==> src/rtl/pma_region_lookup.sv <==
// Sequential PMA lookup: scans one rule index per cycle across the non-idempotent,
// execute and cached tables, then holds cacheable/idempotent/executable until consumed.
module pma_region_lookup #(
    parameter int unsigned  PLEN                   = 34,
    parameter int unsigned  NrNonIdempotentRules   = 1,
    parameter logic [1023:0] NonIdempotentAddrBase = 1024'({64'b0}),
    parameter logic [1023:0] NonIdempotentLength   = 1024'({64'h8000_0000}),
    parameter int unsigned  NrExecuteRegionRules   = 3,
    parameter logic [1023:0] ExecuteRegionAddrBase = 1024'({64'h8000_0000, 64'h1_0000, 64'h0}),
    parameter logic [1023:0] ExecuteRegionLength   = 1024'({64'h4000_0000, 64'h1_0000, 64'h1000}),
    parameter int unsigned  NrCachedRegionRules    = 1,
    parameter logic [1023:0] CachedRegionAddrBase  = 1024'({64'h8000_0000}),
    parameter logic [1023:0] CachedRegionLength    = 1024'({64'h4000_0000})
) (
    input  logic            clk_i,
    input  logic            rst_ni,
    input  logic            flush_i,
    input  logic            req_valid_i,
    output logic            req_ready_o,
    input  logic [PLEN-1:0] req_addr_i,
    output logic            resp_valid_o,
    input  logic            resp_ready_i,
    output logic            resp_cacheable_o,
    output logic            resp_idempotent_o,
    output logic            resp_executable_o
);

    localparam int unsigned N01 = (NrNonIdempotentRules > NrExecuteRegionRules) ?
                                  NrNonIdempotentRules : NrExecuteRegionRules;
    localparam int unsigned N   = (N01 > NrCachedRegionRules) ? N01 : NrCachedRegionRules;
    localparam logic [3:0] LastIdx = (N == 0) ? 4'd0 : 4'(N - 1);

    if (PLEN > 64 || NrNonIdempotentRules > 16 || NrExecuteRegionRules > 16 ||
        NrCachedRegionRules > 16) begin : g_param_check
        $error("pma_region_lookup: PLEN must be <= 64 and rule counts <= 16");
    end

    typedef enum logic [1:0] {IDLE, SCAN, RESP} state_e;

    state_e      state_q, state_d;
    logic [3:0]  idx_q, idx_d;
    logic [63:0] addr_q, addr_d;
    logic        nonidem_q, nonidem_d, exec_q, exec_d, cached_q, cached_d;
    logic        resp_valid_q, resp_valid_d;
    logic        resp_c_q, resp_c_d, resp_i_q, resp_i_d, resp_x_q, resp_x_d;
    logic        hit_nonidem, hit_exec, hit_cached;
    logic        launch;

    // Range end is computed in 65 bits so a region touching 2^64 does not wrap.
    function automatic logic rule_hit(input logic [1023:0] bases, input logic [1023:0] lens,
                                      input logic [3:0] i, input logic [63:0] a);
        logic [63:0] b, l;
        logic [64:0] top;
        b   = bases[{i, 6'b0} +: 64];
        l   = lens[{i, 6'b0} +: 64];
        top = {1'b0, b} + {1'b0, l};
        return (l != 64'd0) && (a >= b) && ({1'b0, a} < top);
    endfunction

    always_comb begin
        hit_nonidem = (32'(idx_q) < NrNonIdempotentRules) &&
                      rule_hit(NonIdempotentAddrBase, NonIdempotentLength, idx_q, addr_q);
        hit_exec    = (32'(idx_q) < NrExecuteRegionRules) &&
                      rule_hit(ExecuteRegionAddrBase, ExecuteRegionLength, idx_q, addr_q);
        hit_cached  = (32'(idx_q) < NrCachedRegionRules) &&
                      rule_hit(CachedRegionAddrBase, CachedRegionLength, idx_q, addr_q);
    end

    // Handshakes: a transfer happens on a rising edge where valid and ready are both high;
    // valid never depends on ready, and response data is held while valid && !ready.
    always_comb begin
        state_d      = state_q;
        idx_d        = idx_q;
        addr_d       = addr_q;
        nonidem_d    = nonidem_q;
        exec_d       = exec_q;
        cached_d     = cached_q;
        resp_valid_d = resp_valid_q;
        resp_c_d     = resp_c_q;
        resp_i_d     = resp_i_q;
        resp_x_d     = resp_x_q;
        req_ready_o  = 1'b0;
        launch       = 1'b0;

        case (state_q)
            IDLE: begin
                req_ready_o = 1'b1;
                launch      = req_valid_i;
            end
            SCAN: begin
                nonidem_d = nonidem_q | hit_nonidem;
                exec_d    = exec_q | hit_exec;
                cached_d  = cached_q | hit_cached;
                if (idx_q == LastIdx) begin
                    state_d      = RESP;
                    resp_valid_d = 1'b1;
                    resp_c_d     = cached_d;
                    resp_i_d     = ~nonidem_d;
                    resp_x_d     = exec_d;
                end else begin
                    idx_d = idx_q + 4'd1;
                end
            end
            RESP: begin
                req_ready_o = resp_ready_i;
                if (resp_ready_i) begin
                    resp_valid_d = 1'b0;
                    if (req_valid_i) launch  = 1'b1;
                    else             state_d = IDLE;
                end
            end
            default: state_d = IDLE;
        endcase

        if (launch) begin
            addr_d    = 64'(req_addr_i);
            idx_d     = 4'd0;
            nonidem_d = 1'b0;
            exec_d    = 1'b0;
            cached_d  = 1'b0;
            if (N == 0) begin
                state_d      = RESP;
                resp_valid_d = 1'b1;
                resp_c_d     = 1'b0;
                resp_i_d     = 1'b1;
                resp_x_d     = 1'b0;
            end else begin
                state_d = SCAN;
            end
        end

        if (flush_i) begin
            req_ready_o  = 1'b0;
            state_d      = IDLE;
            resp_valid_d = 1'b0;
        end
    end

    always_ff @(posedge clk_i or negedge rst_ni) begin
        if (!rst_ni) begin
            state_q      <= IDLE;
            idx_q        <= 4'd0;
            addr_q       <= 64'd0;
            nonidem_q    <= 1'b0;
            exec_q       <= 1'b0;
            cached_q     <= 1'b0;
            resp_valid_q <= 1'b0;
            resp_c_q     <= 1'b0;
            resp_i_q     <= 1'b0;
            resp_x_q     <= 1'b0;
        end else begin
            state_q      <= state_d;
            idx_q        <= idx_d;
            addr_q       <= addr_d;
            nonidem_q    <= nonidem_d;
            exec_q       <= exec_d;
            cached_q     <= cached_d;
            resp_valid_q <= resp_valid_d;
            resp_c_q     <= resp_c_d;
            resp_i_q     <= resp_i_d;
            resp_x_q     <= resp_x_d;
        end
    end

    assign resp_valid_o      = resp_valid_q;
    assign resp_cacheable_o  = resp_c_q;
    assign resp_idempotent_o = resp_i_q;
    assign resp_executable_o = resp_x_q;

endmodule

==> config.mk <==
export PLATFORM = sky130hd
export DESIGN_NAME = pma_region_lookup
export DESIGN_NICKNAME = d
export VERILOG_FILES = /design/src/rtl/pma_region_lookup.sv
export SDC_FILE = /design/constraint.sdc
export NUM_CORES = 1
export LEC_CHECK = 0
export BUFFER_PORTS_ARGS = -buffer_cell sky130_fd_sc_hd__buf_2
export CORE_MARGIN = 2
export CORE_UTILIZATION = 35
export DETAILED_ROUTE_END_ITERATION = 8
export PLACE_DENSITY = 0.57
export SYNTH_ARGS = -nofsm -noshare
export SYNTH_HDL_FRONTEND = slang
export SYNTH_SLANG_ARGS = --single-unit
==> constraint.sdc <==
create_clock -name clk_i -period 4.8 [get_ports clk_i]
set_input_delay 0.72 -clock clk_i [delete_from_list [all_inputs] [get_ports clk_i]]
set_output_delay 0.72 -clock clk_i [all_outputs]
set_load 0.01 [all_outputs]
==> load_flow_metrics.sql <==
INSERT INTO impl_metrics (metric_group, metric, value, unit) VALUES
('outcome', 'run_status', 'finished, final reports clean', ''),
('cells_and_area', 'sequential_cell_area', '876', 'um^2'),
('power', 'p_int', '0.596', 'mW'),
('yosys', 'synth_ff_type', 'dfrtp_1', ''),
('clock_tree', 'holdBufCountCts', '0', ''),
('cells_and_area', 'area_growth_syn_to_layout', '16.0', '%'),
('setup_path', 'startpoint_type', 'register', ''),
('drt', 'route.detailed.drc', '0', ''),
('yosys', 'synth-async-reset-ratio', '1.00', ''),
('yosys', 'synth.most_common_cell', 'dfrtp_1', ''),
('hold_path', 'min_from', 'nonidem_q', ''),
('sta', 'max_clock_freq', '0.369', 'GHz'),
('sta', 'grt_setup_unrepaired', 'false', ''),
('power', 'worst_vdd_drop', '161', 'uV'),
('yosys', 'yosys-top-cells-area', 'dfrtp_1 49%, mux2_2 11%, ha_1 8.4%, mux2_1 3.2%, nor2_1 2.5%', ''),
('cells_and_area', 'layout.filler_cells', '492', ''),
('global_routing', 'grt_overflow_total', '0', ''),
('yosys', 'ys_seq_area_frac', '0.491', ''),
('drt', 'dr_wl_met2', '1.75', 'mm'),
('clock_tree', 'ctsResizeCount', '0', ''),
('power', 'clkPwrFrac', '0.226', ''),
('clock_tree', 'tritoncts', 'done', ''),
('clock_tree', 'number_of_buffers_created_by_cts', '5', ''),
('yosys', 'syn_area_per_cell', '12.5', 'um^2'),
('power', 'power.share.sequential', '0.453', ''),
('yosys', 'number_of_flops_mapped_to_enable_cells_by_yosys', '0', ''),
('setup_path', 'timing.critical_path.slowest_stage_cell', 'dfrtp_1', ''),
('setup_path', 'timing.reg2reg.worst_path_depth', '8', ''),
('setup_path', 'worst-path-max-fanout', '5', ''),
('cells_and_area', 'multi_input_area', '842', 'um^2'),
('setup_path', 'timing.critical_path.cells', 'inv_1 > ha_1 > or3b_1 > ha_1 > nand4bb_1 > a211o_1 > o2111ai_1 > o32ai_2', ''),
('yosys', 'synth_top_family_by_area', 'multiplexers', ''),
('yosys', 'synth_compound_gate_area_share', '0.0771', ''),
('floorplanning', 'fp-row-count', '25', ''),
('sta', 'worst-slew-pin-transition', '0.870', 'ns'),
('clock_tree', 'cts_htree_levels', '2', ''),
('yosys', 'postSynthCellCount', '143', ''),
('setup_path', 'end_kind', 'register', ''),
('floorplanning', 'design.die.area', '5690', 'um^2'),
('clock_tree', 'clock_sinks', '35', ''),
('drt', 'routedWlPerCell', '14.3', 'um'),
('floorplanning', 'top_level_ports', '44', ''),
('power', 'power_density', '435', 'nW/um^2'),
('place', 'numPortBuffers', '31', ''),
('cells_and_area', 'diodes', '0', ''),
('yosys', 'post_synthesis_net_count', '194', ''),
('clock_tree', 'cts_root_buf', 'clkbuf_8', ''),
('cells_and_area', 'final_nets', '229', ''),
('sta', 'worst_clock_skew', '0.00753', 'ns'),
('yosys', 'yosysUniqueCellTypes', '40', ''),
('global_routing', 'wire_length_of_the_first_global_routing_pass', '5.87', 'mm'),
('clock_tree', 'clkSlewWorstSetupHoldPaths', '0.07', 'ns'),
('yosys', 'post_synth_instance_area', '1790', 'um^2'),
('sta', 'timing.final.setup_violations', '0', ''),
('clock_tree', 'clock_tree.buffer_depth', '2', ''),
('sta', 'tns', '0', 'ns'),
('clock_tree', 'cts.repair_timing.setup_buffer_count', '0', ''),
('global_routing', 'grt_total_usage', '0.137', ''),
('hold_path', 'holdPathStages', '1', ''),
('place', 'place_hpwl', '2.62', 'mm'),
('global_routing', 'grt_antenna_before_repair', '0', ''),
('sta', 'normalized_max_slew_margin', '0.419', ''),
('drt', 'drtIter0Drc', '28', ''),
('setup_path', 'r2r_end', 'exec_q', ''),
('sta', 'layout_min_cycle_time', '2.71', 'ns'),
('drt', 'routed_metal_1_wire_length', '1.59', 'mm'),
('floorplanning', 'core-area', '4820', 'um^2'),
('global_routing', 'number_of_global_route_vias_before_repair', '1303', ''),
('setup_path', 'worst-endpoint-arrival', '2.83', 'ns'),
('sta', 'period_share', '0.564', ''),
('drt', 'dr.max_layer_used', 'met4', '');
[cells by family after synthesis]
family	Yosys count
fa+ha+maj	12
simple gates	41
xor+xnor	3
buf+inv	11
compound gates	17
flops	35
mux	24
[registers in the layout (all words and copies together), names as in the netlist]
signal / count
addr_q: 22
resp_cacheable_o: 1
state_q: 2
idx_q: 4
resp_executable_o: 1
exec_q: 1
cached_q: 1
resp_idempotent_o: 1
resp_valid_o: 1
nonidem_q: 1
[power groups by stage]
stage               clock network, mW  registers, mW  logic, mW
floorplan                           0          0.405      0.213
global placement                    0          0.409      0.276
detailed placement                  0          0.415      0.289
CTS                             0.212          0.409      0.292
global route                    0.224          0.417      0.337
finish                          0.204          0.408      0.289
[placed cells by master (no fill, tap or decap), types with 2 or more instances in the layout]
cell type / count
dfrtp_1: 35
o31ai_1: 2
nand2b_1: 3
xor2_1: 2
buf_2: 31
mux2_2: 17
nand2_1: 4
nand3_1: 3
nor2_1: 12
nor3_1: 7
mux2i_1: 2
inv_1: 7
ha_1: 12
a21oi_1: 4
clkbuf_8: 5
clkbuf_1: 2
mux2_1: 5
[worst max-delay path, delay by kind of cell, from the launching register on]
family,cells,cell delay [ns]
buffers and inverters,1,0.14
and+or+nand+nor,2,0.59
AOI/OAI and AO/OA,3,0.75
adders and majority gates,2,0.61
DFF,1,0.44
[cell type report]
class / count / area share
Timing Repair Buffer: 32 / 0.0785
Inverter: 7 / 0.0127
Clock inverter: 1 / 0.00242
Tap cell: 67 / 0.0405
Sequential cell: 35 / 0.423
Clock buffer: 7 / 0.0368
Multi-Input combinational cell: 97 / 0.406
[layer usage]
| metal | global-route usage | vias to the layer above |
|---|---|---|
| met5 | 0 | - |
| met4 | 0.0409 | 0 |
| met3 | 0.0397 | 4 |
| met2 | 0.234 | 33 |
| met1 | 0.169 | 613 |
| li1 | - | 586 |
[metrics by stage]
step           instance area, um^2  total power [mW]  hold WS, ns  instances
2_1_floorplan                 1790             0.618        0.424        143
3_3_place_gp                  1990             0.685        0.450        238
3_5_place_dp                  1990             0.704        0.464        238
4_1_cts                       2070             0.913        0.476        246
5_1_grt                       2070             0.978        0.506        246
6_report                      2070             0.901        0.472        246
[worst max-delay path by stage]
stage	depth (start not counted)	slack [ns]	endpoint
2_1_floorplan	8	2.51	exec_q
3_3_place_gp	8	2.21	exec_q
3_5_place_dp	8	2.12	exec_q
4_1_cts	8	2.10	exec_q
5_1_grt	8	1.96	exec_q
6_report	8	2.09	exec_q
(Power assumes the default switching activity.)
